--- src/rtl/alu_pipe.sv ---
// rtl/alu_pipe.sv - registered PIC16C5x-style ALU behind a valid/ready handshake
// Define ALU_PIPE_MUL_EN to build the iterative shift-add MULWF path.
module alu_pipe #(
  parameter int DATA_WIDTH    = 8,
  parameter int BIT_SEL_WIDTH = $clog2(DATA_WIDTH)
) (
  input  logic                     clk,
  input  logic                     rst,
  input  logic                     inValid,
  output logic                     inReady,
  input  logic [DATA_WIDTH-1:0]    wIn,
  input  logic [DATA_WIDTH-1:0]    fIn,
  input  logic [DATA_WIDTH-1:0]    lIn,
  input  logic [4:0]               funcIn,
  input  logic [BIT_SEL_WIDTH-1:0] bitSel,
  input  logic                     cFlag,
  output logic                     outValid,
  input  logic                     outReady,
  output logic [DATA_WIDTH-1:0]    aluResultOut,
  output logic [DATA_WIDTH-1:0]    aluResultHiOut,
  output logic [2:0]               aluStatusOut,
  output logic                     busy
);

  localparam int H = DATA_WIDTH / 2;

  localparam logic [4:0] F_ADDWF = 5'd1,  F_SUBWF = 5'd2,  F_ANDWF = 5'd3,  F_COMF  = 5'd4;
  localparam logic [4:0] F_DECF  = 5'd5,  F_INCF  = 5'd6,  F_IORWF = 5'd7,  F_RLF   = 5'd8;
  localparam logic [4:0] F_RRF   = 5'd9,  F_SWAPF = 5'd10, F_XORWF = 5'd11, F_BCF   = 5'd12;
  localparam logic [4:0] F_BSF   = 5'd13, F_ANDLW = 5'd14, F_IORLW = 5'd15;

  typedef enum logic {IDLE, MUL} state_t;
  state_t state, stateNext;

  logic                      accept, outFree, mulStart, mulDone, loadSingle;
  logic [2*DATA_WIDTH-1:0]   product;
  logic [DATA_WIDTH:0]       addSum;
  logic [DATA_WIDTH-1:0]     opResult;
  logic                      opC, opDc;

  assign outFree    = !outValid || outReady;
  assign inReady    = (state == IDLE) && outFree;
  assign accept     = inValid && inReady;
  assign loadSingle = accept && !mulStart;
  assign addSum     = {1'b0, fIn} + {1'b0, wIn};

`ifdef ALU_PIPE_MUL_EN
  localparam logic [4:0] F_MULWF = 5'd16;

  logic [DATA_WIDTH-1:0]    mcand, acc, mq;
  logic [BIT_SEL_WIDTH-1:0] stepCnt;
  logic [DATA_WIDTH:0]      stepSum;
  logic                     lastStep;

  // {acc, mq} shifts right one bit per step; after DATA_WIDTH steps it holds f * w.
  assign stepSum  = {1'b0, acc} + (mq[0] ? {1'b0, mcand} : '0);
  assign lastStep = (stepCnt == BIT_SEL_WIDTH'(DATA_WIDTH - 1));
  assign mulStart = accept && (funcIn == F_MULWF);
  assign mulDone  = (state == MUL) && lastStep && outFree;
  assign product  = {stepSum[DATA_WIDTH:1], stepSum[0], mq[DATA_WIDTH-1:1]};
  assign busy     = (state == MUL);

  // The final step is folded into the result load so a stalled finish never over-shifts.
  always_ff @(posedge clk) begin
    if (rst) begin
      mcand   <= '0;
      acc     <= '0;
      mq      <= '0;
      stepCnt <= '0;
    end else if (mulStart) begin
      mcand   <= fIn;
      acc     <= '0;
      mq      <= wIn;
      stepCnt <= '0;
    end else if ((state == MUL) && !lastStep) begin
      acc     <= stepSum[DATA_WIDTH:1];
      mq      <= {stepSum[0], mq[DATA_WIDTH-1:1]};
      stepCnt <= stepCnt + BIT_SEL_WIDTH'(1);
    end
  end
`else
  assign mulStart = 1'b0;
  assign mulDone  = 1'b0;
  assign product  = '0;
  assign busy     = 1'b0;
`endif

  always_comb begin
    opResult = '0;
    opC      = 1'b0;
    opDc     = 1'b0;
    case (funcIn)
      F_ADDWF: begin
        opResult = addSum[DATA_WIDTH-1:0];
        opC      = addSum[DATA_WIDTH];
        opDc     = addSum[H] ^ fIn[H] ^ wIn[H];
      end
      F_SUBWF: begin
        opResult = fIn - wIn;
        opC      = (fIn >= wIn);
        opDc     = (fIn[H-1:0] >= wIn[H-1:0]);
      end
      F_ANDWF: opResult = fIn & wIn;
      F_COMF:  opResult = ~fIn;
      F_DECF:  opResult = fIn - DATA_WIDTH'(1);
      F_INCF:  opResult = fIn + DATA_WIDTH'(1);
      F_IORWF: opResult = fIn | wIn;
      F_RLF: begin
        opResult = {fIn[DATA_WIDTH-2:0], cFlag};
        opC      = fIn[DATA_WIDTH-1];
      end
      F_RRF: begin
        opResult = {cFlag, fIn[DATA_WIDTH-1:1]};
        opC      = fIn[0];
      end
      F_SWAPF: opResult = {fIn[H-1:0], fIn[DATA_WIDTH-1:H]};
      F_XORWF: opResult = fIn ^ wIn;
      F_BCF: begin
        opResult         = fIn;
        opResult[bitSel] = 1'b0;
      end
      F_BSF: begin
        opResult         = fIn;
        opResult[bitSel] = 1'b1;
      end
      F_ANDLW: opResult = wIn & lIn;
      F_IORLW: opResult = wIn | lIn;
      default: opResult = '0;
    endcase
  end

  always_comb begin
    stateNext = state;
    case (state)
      IDLE:    if (mulStart) stateNext = MUL;
      MUL:     if (mulDone) stateNext = IDLE;
      default: stateNext = IDLE;
    endcase
  end

  always_ff @(posedge clk) begin
    if (rst) state <= IDLE;
    else     state <= stateNext;
  end

  always_ff @(posedge clk) begin
    if (rst) begin
      outValid       <= 1'b0;
      aluResultOut   <= '0;
      aluResultHiOut <= '0;
      aluStatusOut   <= '0;
    end else if (loadSingle) begin
      outValid       <= 1'b1;
      aluResultOut   <= opResult;
      aluResultHiOut <= '0;
      aluStatusOut   <= {(opResult == '0), opDc, opC};
    end else if (mulDone) begin
      outValid       <= 1'b1;
      aluResultOut   <= product[DATA_WIDTH-1:0];
      aluResultHiOut <= product[2*DATA_WIDTH-1:DATA_WIDTH];
      aluStatusOut   <= {(product == '0), 1'b0, (product[2*DATA_WIDTH-1:DATA_WIDTH] != '0)};
    end else if (outReady) begin
      outValid       <= 1'b0;
    end
  end

endmodule
--- config.mk ---
export PLATFORM = sky130hd
export DESIGN_NAME = alu_pipe
export DESIGN_NICKNAME = d
export VERILOG_FILES = /design/src/rtl/alu_pipe.sv
export SDC_FILE = /design/constraint.sdc
export NUM_CORES = 1
export LEC_CHECK = 0
export BUFFER_PORTS_ARGS = -buffer_cell sky130_fd_sc_hd__buf_2
export CORE_UTILIZATION = 30
export CTS_CLUSTER_DIAMETER = 200
export DETAILED_ROUTE_END_ITERATION = 8
export MAX_ROUTING_LAYER = met4
export PLACE_DENSITY = 0.48
export REMOVE_ABC_BUFFERS = 1
export SLEW_MARGIN = 0
export SYNTH_ARGS = -nofsm -noshare
export SYNTH_HDL_FRONTEND = slang
export SYNTH_SLANG_ARGS = --single-unit
export TNS_END_PERCENT = 10
--- constraint.sdc ---
create_clock -name clk -period 2.8 [get_ports clk]
set_input_delay 0.42 -clock clk [delete_from_list [all_inputs] [get_ports clk]]
set_output_delay 0.42 -clock clk [all_outputs]
set_load 0.05 [all_outputs]
* Word level (Yosys, flattened, before mapping) *
Cells that the tools add are included.

storage, ports and cells
  flip-flop bits (word level) = 13
  bits in latches = 0
  bits in writable memories = 0
  memory bits (read-only) = 0
  bits of input ports = 37
  output and inout bits = 22
  word-level logic and storage cells = 54
  memories kept = 0

cells by class
  $add $sub $neg = 4
  multiply operators = 0
  divide/modulo/power cells = 0
  magnitude comparators = 4
  equal/unequal tests = 15
  shift-type cells = 0
  muxes and demuxes = 8
  bitwise logic cells = 12
  reduce and logical (&&, ||, !) cells = 7

operators by type and width
  kind                                                                           number
  8-bit case mux with 15 select lines                                            1
  5-bit by 4-bit equality test with 1-bit output (second input constant)         8
  8-bit AND                                                                      3
  8-bit bitwise OR                                                               3
  5-bit by 3-bit equality test with 1-bit output (second input constant)         4
  8-bit inverter                                                                 2
  5-bit by 2-bit equality test with 1-bit output (second input constant)         2
  8-bit by 8-bit adder with 9-bit output                                         1
  8-bit by 1-bit adder with 8-bit output (second input constant)                 1
  8-bit >= comparator                                                            1
  8-bit zero test                                                                1
  8-bit by 1-bit subtractor with 8-bit output (second input constant)            1
  8-bit subtractor                                                               1
  8-bit bitwise XOR                                                              1
  5-bit by 1-bit equality test with 1-bit output (second input constant)         1
  4-bit >= comparator                                                            1
  3-bit by 4-bit less-than comparator with 1-bit output (second input constant)  1
  1-bit case mux with 2 select lines                                             2
  1-bit case mux with 4 select lines                                             1
  1-bit demux with 3-bit select                                                  1
  3-bit by 1-bit >= comparator with 1-bit output (second input constant)         1
  1-bit logical AND                                                              3
  1-bit 2-to-1 mux                                                               3
  2-bit nonzero test                                                             1
  other kinds (4)                                                                5

* Longest topological paths before layout *
Gate-level depths: netlist of the first run.

  depth in word-level cells = 8
  depth in mapped cells = 12
  mapped depth without buffers = 11

* Worst setup path before layout of the first run *
No wires, ideal clock.

  kind = input port to flip-flop
  start = input port funcIn[3]
  end = register aluStatusOut[2]
  arrival time = 2.891 ns
  required time = 2.712 ns
  path slack = -0.179 ns
  stages = 12
  path buffers = 1
  cell sequence = buf_2 -> nor3b_1 -> nand2_1 -> ha_1 -> and3_1 -> a221o_1 -> nor2_2 -> xnor2_1 -> a2111oi_0 -> a21boi_1 -> nand4_1 -> o32ai_2

on the way
  cells in the longest elaborated chain, start to end = 3
  elaborated cells on any way between the ends = 17

ends and longest elaborated chain
  item                                                                          RTL line  text
  start: declaration                                                            14        input logic [4:0] funcIn,
  5-bit by 4-bit equality test with 1-bit output, or another cell as far along  92        case (funcIn)
  8-bit case mux with 15 select lines *                                         92
  8-bit zero test *                                                             156       aluStatusOut <= {(opResult == '0), opDc, opC};
  end signal: assignment                                                        156
  end signal: assignment                                                        161       aluStatusOut <= {(product == '0), 1'b0, (product[2*DATA_WIDTH-1:DATA_WIDTH] != '0)};
  end: declaration                                                              21        output logic [2:0] aluStatusOut,

Every way passes the cells marked *; elsewhere a longest branch is shown, timed or not.
A chain may end at the register's enable or synchronous reset.

* Worst setup path after layout of the first run *
  start = input port funcIn[4]
  end = register aluStatusOut[2]

The elaborated chain is that of the path after synthesis.

==> results of run 1 <==
## final timing paths
kind	start	to	cells past startpoint
max	funcIn[4]	aluStatusOut[2]$_SDFFE_PP0P_	12
min	inValid	outValid$_SDFFE_PP0P_	3
max reg2reg	outValid$_SDFFE_PP0P_	aluStatusOut[2]$_SDFFE_PP0P_	9
min reg2reg	aluResultOut[4]$_SDFFE_PP0P_	aluResultOut[4]$_SDFFE_PP0P_	2
## sequential cells by signal (all words and copies together) (netlist names)
signal,cells
aluStatusOut,3
outValid,1
aluResultOut,8
## cells in the final DEF, fill, tap and decap left out, types with 9 or more instances in the layout
cell type,count
a21oi_1,21
nor3_1,13
buf_2,47
nand2_1,22
mux2i_1,18
ha_1,19
nor2_1,23
buf_4,49
xnor2_1,9
dfxtp_1,12
inv_1,23
conb_1,9
## cells by family (layout without fill, tap and decap cells)
| kind of cell | after synthesis | in the layout | share of synthesized area (%) |
|---|---|---|---|
| adder cells (fa/ha/maj) | 26 | 26 | 13.2 |
| multiplexers | 25 | 25 | 12.4 |
| flip-flops | 12 | 12 | 9.10 |
| buffers and inverters | 52 | 124 | 10.4 |
| other | 1 | 9 | 0.142 |
| AO/OA/AOI/OAI | 93 | 93 | 26.0 |
| XOR/XNOR | 13 | 13 | 4.31 |
| AND/OR/NAND/NOR | 116 | 116 | 24.5 |
## stage by stage
stage	power, mW	util (%)	area [µm²]
6_report	0.940	40.3	3380
5_1_grt	1.00	40.3	3380
4_1_cts	0.912	38.7	3250
3_5_place_dp	0.752	38.1	3190
3_3_place_gp	0.753	38.1	3190
2_1_floorplan	0.534	-	2490
## what timing repair did
item / in CTS / in global routing
setup endpoints to repair: 3 / 3
buffers inserted: 0 / 4
gates resized for setup: 4 / 15
pin swaps: 0 / 14
cloned: 0 / 0
## critical path: cells and delay by family
family | cells | cell delay [ns]
AO/OA/AOI/OAI | 4 | 0.96
AND/OR/NAND/NOR | 4 | 0.55
buffers and inverters | 1 | 0.12
multiplexers | 1 | 0.21
adder cells (fa/ha/maj) | 1 | 0.26
XOR/XNOR | 1 | 0.21
## per-layer routing
metal / GRT usage (%) / share of wire (%)
met1: 29.9 / 46
met2: 34.7 / 46
met3: 1.90 / 6.9
met4: 2.24 / 0.66
met5: - / 0
## Yosys cell counts, types with 8 or more instances
library cell and number:
mux2i_1 18, nor2_1 23, a211oi_1 8, xnor2_1 9
nor3_1 13, a21oi_1 21, inv_1 23, buf_4 13
dfxtp_1 12, ha_1 23, nand2_1 23
## power by group through the flow
stage	clock network, mW	logic [mW]	registers [mW]
after floorplan	0	0.298	0.236
after global placement	0	0.559	0.194
after detailed placement	0	0.559	0.194
after CTS	0.158	0.564	0.190
after global routing	0.162	0.647	0.191
final	0.153	0.597	0.190
## area by class of cell
cell class / count / area [µm²] / area share [%]
Tap cell: 105 / 131 / 3.89
Clock buffer: 3 / 41.3 / 1.22
Sequential cell: 12 / 240 / 7.11
Timing Repair Buffer: 97 / 614 / 18.2
Multi-Input combinational cell: 282 / 2260 / 66.9
Inverter: 24 / 90.1 / 2.67
==> impl_metrics.ini, run 1 <==
[routing]
wl_um = 9470
dr.pass1.iters = 6
drtAntennaViolNets = 0
detail_route.wl_per_cell_um = 18.1
via_per_inst = 5.70
drt_iter0_drc = 236
drc = 0
vias = 2980

[sta]
skew_ns = 0.00196
relSlewSlack_pct = 64.0
setup_viol = 0
holdWs_ns = 0.432
finalHoldViolCount = 0
fin_crit_ns = 2.64
tns_ns = 0
maxSlewViolCount = 0
worst_slack_ns = 0.165
fmax_mhz = 379
tightest_slew_ns = 0.527
fin_crit_sh_pct = 94.1

[synth]
synth.distinct_cells = 72
ys_seq_elements = 12
seq_area_frac_synth_pct = 9.10
yosysTopAreaCell = ha_1
yosys-top-cells-area = ha_1, dfxtp_1, mux2i_1
synth_edf_count = 0
yosysTopAreaCellShare_pct = 10.9
syn_area_um2 = 2640
yosys_warnings = 0
async_flop_share_pct = 0
synth_area_per_cell_um2 = 7.81
netlist_instances = 338
synth_flop_cell = dfxtp_1

[clocking]
cts_made_buffers = 3
h-tree-depth = 1
holdBufCountCts = 0
cts_tree = done
clk_path_buf_depth = 2
path_clk_slew_ns = 0.05
clock_latency_ns = 0.24
clkSinkCount = 12
root_buffer = clkbuf_8

[placed_design]
pre_cts_slack_ns = -0.399
place_inst = 516
globalplace.congestion = 0.855
port_buffers = 49
dpl.hpwl_um = 7650

[cells_and_area]
n_antenna_cell = 0
final_layout_size_suffix_gt1_share_pct = 32.1
area_growth_syn_to_layout_pct = 27.9
final_nets = 483
final_cells = 523
fill_cells = 868

[power]
switchingPower_mw = 0.416
p_seq_share_pct = 20.2
clockPowerShare_pct = 16.3
leakage_nw = 1.50
peakVddDrop_uv = 139
p_per_area_nw_per_um2 = 278
intPower_mw = 0.524
switching_share_pct = 44.2
pwr-share-comb_pct = 63.4

[die]
dieHeight_um = 95.8
fp.dieArea_um2 = 9180
initial_utilization_pct = 31.5
coreArea_um2 = 8380
die_w_um = 95.8
io_pins = 59
rows = 33

[setup_path]
critPathLaunchType = primary input
path_cells = buf_4 -> nor3b_4 -> nand2_4 -> ha_4 -> a21o_1 -> a221o_1 -> o41ai_2 -> xor2_1 -> mux2i_1 -> nand2_1 -> nand4_1 -> o32ai_2
cpPeakStageDelay_ns = 0.37
crit_fanout = 7
arrival_ns = 2.75
required_ns = 2.91
cpMaxStageDelayCell = a221o_1
rrSetupSlack_ns = 0.73
worstSetupEndpointType = register
path_class = primary input to register

[grt]
grt_pass1_vias = 2732
grt_pass1_wl_um = 14400
grt_util_all_layers_pct = 21.4
grt_start_max_net_pins = 27
grt.overflow.total = 0
antenna_found_initial = 0

[job]
maxCapViolCount = 0

[run_status]
status = complete, no violations

[min_path]
hp-class = primary input to register
Power figures use the tool's default switching activity.
==> run 2, diff against run 1 <==
--- a/config.mk
+++ b/config.mk
@@ -5,6 +5,7 @@
 export SDC_FILE = /design/constraint.sdc
 export NUM_CORES = 1
 export LEC_CHECK = 0
+export ABC_AREA = 1
 export BUFFER_PORTS_ARGS = -buffer_cell sky130_fd_sc_hd__buf_2
 export CORE_UTILIZATION = 30
 export CTS_CLUSTER_DIAMETER = 200
@@ -12,6 +13,7 @@
 export MAX_ROUTING_LAYER = met4
 export PLACE_DENSITY = 0.48
 export REMOVE_ABC_BUFFERS = 1
+export SETUP_SLACK_MARGIN = 0.02
 export SLEW_MARGIN = 0
 export SYNTH_ARGS = -nofsm -noshare
 export SYNTH_HDL_FRONTEND = slang
==> constraint.sdc (replaced) <==
create_clock -name clk -period 2.8 [get_ports clk]
set_input_delay 0.42 -clock clk [delete_from_list [all_inputs] [get_ports clk]]
set_output_delay 0.42 -clock clk [all_outputs]
set_load 0.02 [all_outputs]
==> run 2 against run 1 <==
Against the previous run: sequential power barely moved; largest cell class unchanged; worst setup slack improved by 0.24 ns; clock-buffer cell count unchanged; non-clock buffer count is 38 lower; combinational power shrank 21%; cell count grew 40%; die area increased by 8.4%; fmax increased by 10%; first-iteration DRC count up 6.8%; register-to-register slack better by 0.71 ns.
==> impl_metrics.ini, run 2 <==
[synth]
synth_fa_ha_area_share_pct = 12.1
yosys.area_share.simple_pct = 52.3
synth_top_family_by_area = simple AND/OR/NAND/NOR gates
yosys_warnings = 0
synthXorXnorAreaFrac_pct = 0.611
yosysTopAreaCell = nand2_1
syn_area_um2 = 2870
yosys-top-cells-area = nand2_1, nand3_1, ha_1
async_flop_share_pct = 0
post-synth-top-count-cell = nand2_1
ys_seq_elements = 12
synth_edf_count = 0
seq_area_frac_synth_pct = 8.38
muxShareOfSynthArea_pct = 0
synth_common_cells = nand2_1, nand3_1, inv_1
synth_compound_area_share_pct = 12.1
synth_area_per_cell_um2 = 5.20
netlist_instances = 551
synth_flop_cell = dfxtp_1
yosysTopAreaCellShare_pct = 25.8
synth.distinct_cells = 33

[sta]
finalHoldViolCount = 0
setup_viol = 0
skew_ns = 0.00419
maxSlewViolCount = 0
fmax_mhz = 417
relSlewSlack_pct = 28.7
tns_ns = 0
fin_crit_sh_pct = 85.6
rsz0062_at_grt = false
fin_crit_ns = 2.40
tightest_slew_ns = 1.06

[die]
die_w_um = 99.8
fp.dieArea_um2 = 9950
initial_utilization_pct = 31.0
coreArea_um2 = 9240
rows = 35
io_pins = 59
dieHeight_um = 99.8

[power]
p_per_area_nw_per_um2 = 248
peakVddDrop_uv = 129
leakage_nw = 1.91

[setup_path]
r2r-start = outValid$_SDFFE_PP0P_
critPathLaunchType = primary input
cpMaxStageDelayCell = ha_1
startpoint = funcIn[2]
worstSetupEndpointType = register
cpPeakStageDelay_ns = 0.43
required_ns = 2.97
crit_fanout = 9
path_common_cell = nand2_1
path_class = primary input to register
arrival_ns = 2.57
path_cells = buf_2 -> inv_1 -> nor2_1 -> nand2_1 -> ha_1 -> a21oi_1 -> nand2_1 -> nand2_1 -> nand3_1 -> nand3_1 -> nand3_1 -> nor2_1 -> nand2_1 -> nor2_1 -> nand2_1 -> a21oi_1

[clocking]
cts_made_buffers = 3
h-tree-depth = 1
clock_latency_ns = 0.24
cts_tree = done
path_clk_slew_ns = 0.05
post-cts-setup-buffers = 0
clk_path_buf_depth = 2
holdBufCountCts = 0
postCtsResizedCells = 0
clkSinkCount = 12
root_buffer = clkbuf_8

[routing]
dr.pass1.iters = 5
drc = 0
detail_route.wl_per_cell_um = 15.0
via_per_inst = 5.00
drt_iter0_drc = 252
drtAntennaViolNets = 0
vias = 3673
wl_um = 11000

[grt]
grt_pass1_wl_um = 17500
grt_start_max_net_pins = 18
grt_pass1_vias = 3408
antenna_found_initial = 0
grt_util_all_layers_pct = 23.2
grt.overflow.total = 0

[placed_design]
dpl.hpwl_um = 9250
globalplace.congestion = 0.985
port_buffers = 49

[cells_and_area]
largestRegisters = aluResultOut x8, aluStatusOut x3, outValid x1
final_layout_size_suffix_gt1_share_pct = 12.4
fill_cells = 1086
layout_common_cells = nand2_1, nand3_1, inv_1
layout_commonest_cell = nand2_1
final_nets = 670
top_register = aluResultOut
n_antenna_cell = 0
post-route-util_pct = 35.7
area_growth_syn_to_layout_pct = 14.9
largest_register_ffs = 8

[min_path]
hp-class = primary input to register
min_from = rst

[run_status]
status = complete, no violations

[job]
maxCapViolCount = 0
run 2: worst max-delay path, delay by kind of cell:
kind	cells	cell delay, ns
AOI/OAI and AO/OA	2	0.32
adders and majority gates	1	0.43
buffers and inverters	2	0.23
and+or+nand+nor	11	1.19
run 2: routing by layer:
| metal | routed length [µm] | vias up | GRT usage [%] |
|---|---|---|---|
| li1 | - | 1847 | - |
| met1 | 5200 | 1651 | 31.2 |
| met2 | 4990 | 153 | 38.4 |
| met3 | 625 | 22 | 1.32 |
| met4 | 210 | 0 | 4.86 |
| met5 | 0 | - | - |
run 2: cells by family (layout without fill, tap and decap cells):
| kind of cell | Yosys count | after routing |
|---|---|---|
| AOI/OAI and AO/OA | 64 | 64 |
| and+or+nand+nor | 354 | 354 |
| buffers and inverters | 92 | 138 |
| xor gates and xnor gates | 2 | 2 |
| adders and majority gates | 26 | 26 |
| other | 1 | 9 |
| DFF | 12 | 12 |
run 2: power by group:
group          switching [mW]  total, mW  internal (mW)
sequential            0.00581      0.190          0.184
clock                  0.0585      0.153         0.0944
combinational           0.320      0.473          0.153
total                   0.384      0.816          0.432
run 2: worst paths after layout:
check	endpoint	cells past startpoint	slack, ns
setup / recovery	aluStatusOut[2]$_SDFFE_PP0P_	16	0.40
hold / removal	aluStatusOut[0]$_SDFFE_PP0P_	2	0.41
setup reg to reg	aluResultOut[6]$_SDFFE_PP0P_	6	1.44
hold reg to reg	aluStatusOut[0]$_SDFFE_PP0P_	2	0.47
run 2: layout make-up:
cell class	count	area (µm²)	share of cell area, %
inverters	76	285	8.66
clock buffers	3	41.3	1.25
flip-flops and latches	12	240	7.29
well taps	129	161	4.90
repair buffers	59	320	9.72
multi-input cells	455	2250	68.2
run 2: per-stage QoR:
| step | instances | hold slack (ns) | area, µm² | total power, mW | setup slack, ns |
|---|---|---|---|---|---|
| 6_report | 734 | 0.408 | 3290 | 0.816 | 0.403 |
| 5_1_grt | 734 | 0.403 | 3290 | 0.891 | 0.0966 |
| 4_1_cts | 734 | 0.403 | 3290 | 0.816 | 0.432 |
| 3_5_place_dp | 731 | 0.466 | 3250 | 0.659 | 0.191 |
| 3_3_place_gp | 731 | 0.460 | 3250 | 0.657 | 0.251 |
| 2_1_floorplan | 543 | 0.489 | 2770 | 0.488 | 0.424 |
==> run 3, diff against run 2 <==
--- a/config.mk
+++ b/config.mk
@@ -7,11 +7,14 @@
 export LEC_CHECK = 0
 export ABC_AREA = 1
 export BUFFER_PORTS_ARGS = -buffer_cell sky130_fd_sc_hd__buf_2
+export CAP_MARGIN = 20
+export CELL_PAD_IN_SITES_DETAIL_PLACEMENT = 1
+export CELL_PAD_IN_SITES_GLOBAL_PLACEMENT = 1
 export CORE_UTILIZATION = 30
 export CTS_CLUSTER_DIAMETER = 200
 export DETAILED_ROUTE_END_ITERATION = 8
 export MAX_ROUTING_LAYER = met4
-export PLACE_DENSITY = 0.48
+export PLACE_DENSITY = 0.68
 export REMOVE_ABC_BUFFERS = 1
 export SETUP_SLACK_MARGIN = 0.02
 export SLEW_MARGIN = 0
==> run 3 against run 2 <==
Against the previous run: non-clock buffer count did not move; clock-buffer cell count is 1 higher; core utilization up 0.15 points; first-iteration DRC count decreased by 29%; register-to-register slack lost 0.05 ns; combinational power rose by 3%; largest power group unchanged.
==> impl_metrics.ini, run 3 (synthesis gave the netlist of run 2 again) <==
[setup_path]
crit_fanout = 5
required_ns = 2.98
arrival_ns = 2.63
path_class = primary input to register
rrSetupSlack_ns = 1.39
worstSetupEndpointType = register
critPathLaunchType = primary input

[placed_design]
globalplace.congestion = 1.04
place_inst = 731
place_area_um2 = 3250
port_buffers = 49
dpl.hpwl_um = 10200

[cells_and_area]
n_antenna_cell = 0
fill_cells = 1350
area_growth_syn_to_layout_pct = 15.4
largestRegisters = aluResultOut x8, aluStatusOut x3, outValid x1
layout_common_cells = nand2_1, nand3_1, inv_1
final_nets = 670
final_layout_size_suffix_gt1_share_pct = 12.5
seqCellArea_um2 = 240
final_cells = 735
fin_area_um2 = 3310
top_register = aluResultOut
largest_register_ffs = 8
multi_input_area_um2 = 2250
layout_commonest_cell = nand2_1

[grt]
grt_pass1_vias = 3683
grt_pass1_wl_um = 19600
grt.overflow.total = 0
antenna_found_initial = 0
grt_util_all_layers_pct = 26.2
grt_start_max_net_pins = 18

[sta]
maxSlewViolCount = 0
fin_crit_sh_pct = 87.7
fmax_mhz = 407
finalHoldViolCount = 0
relSlewSlack_pct = 33.1
tns_ns = 0
skew_ns = 0.000733
rsz0062_at_grt = false
setup_viol = 0
tightest_slew_ns = 0.996
fin_crit_ns = 2.46

[clocking]
post-cts-setup-buffers = 0
cts_made_buffers = 3
root_buffer = clkbuf_8
clock_latency_ns = 0.24
holdBufCountCts = 0
path_clk_slew_ns = 0.05
postCtsResizedCells = 0
clk_path_buf_depth = 2
cts_tree = done
h-tree-depth = 1
clkSinkCount = 12

[routing]
wl_um = 12100
drtAntennaViolNets = 0
via_per_inst = 5.10
drt_iter0_drc = 180
wl_met3_um = 538
drc = 0
vias = 3748
maxUsedRoutingLayer = met4
met1_length_um = 5560
dr.pass1.iters = 4
wl_met2_um = 5840
detail_route.wl_per_cell_um = 16.5

[die]
coreArea_um2 = 9240
io_pins = 59
fp.dieArea_um2 = 9950
dieHeight_um = 99.8
initial_utilization_pct = 31.0
rows = 35
die_w_um = 99.8

[job]
maxCapViolCount = 0

[run_status]
status = complete, no violations

[min_path]
hp-class = primary input to register

[power]
leakage_nw = 1.91
p_per_area_nw_per_um2 = 262
peakVddDrop_uv = 123
==> run 3: stage by stage <==
step / setup slack (ns) / power, mW / hold WS [ns] / util (%)
CTS: 0.330 / 0.868 / 0.412 / 35.8
floorplan: 0.424 / 0.488 / 0.489 / -
global placement: 0.216 / 0.658 / 0.460 / 35.2
detailed placement: 0.0859 / 0.673 / 0.467 / 35.2
finish: 0.344 / 0.866 / 0.415 / 35.8
global route: 0.106 / 0.940 / 0.422 / 35.8
==> run 3: layout make-up <==
cell class	count	area share, %
Sequential cell	12	7.26
Multi-Input combinational cell	455	67.9
Timing Repair Buffer	59	9.68
Tap cell	129	4.88
Inverter	76	8.62
Clock buffer	4	1.66
==> run 3: final timing paths <==
check,from,to,depth (start not counted)
max,funcIn[2],aluStatusOut[2]$_SDFFE_PP0P_,17
min,rst,aluStatusOut[2]$_SDFFE_PP0P_,2
max reg2reg,outValid$_SDFFE_PP0P_,aluResultOut[1]$_SDFFE_PP0P_,6
min reg2reg,aluStatusOut[0]$_SDFFE_PP0P_,aluStatusOut[0]$_SDFFE_PP0P_,2
==> run 3: power by group <==
part	switching [mW]	total [mW]	leakage, nW	internal (mW)
Sequential	0.00617	0.190	0.0989	0.184
Combinational	0.332	0.486	1.79	0.154
Clock	0.0654	0.190	0.0288	0.124
==> run 3: worst max-delay path, cell delays in order <==
cell and delay, ns:
buf_2 0.14, inv_1 0.08, nor2_1 0.15, nand2_1 0.20, buf_4 0.21, ha_1 0.31
a21oi_1 0.23, nand2_1 0.11, nand2_1 0.10, nand3_1 0.07, nand3_1 0.08, nand3_1 0.07
nor2_1 0.13, nand2_1 0.07, nor2_1 0.09, nand2_1 0.05, a21oi_1 0.10
==> run 3: layer usage <==
layer | global-route usage, % | vias up
li1 | - | 1851
met1 | 34.4 | 1780
met2 | 44.0 | 102
met3 | 2.44 | 15
met4 | 4.75 | 0
met5 | - | -
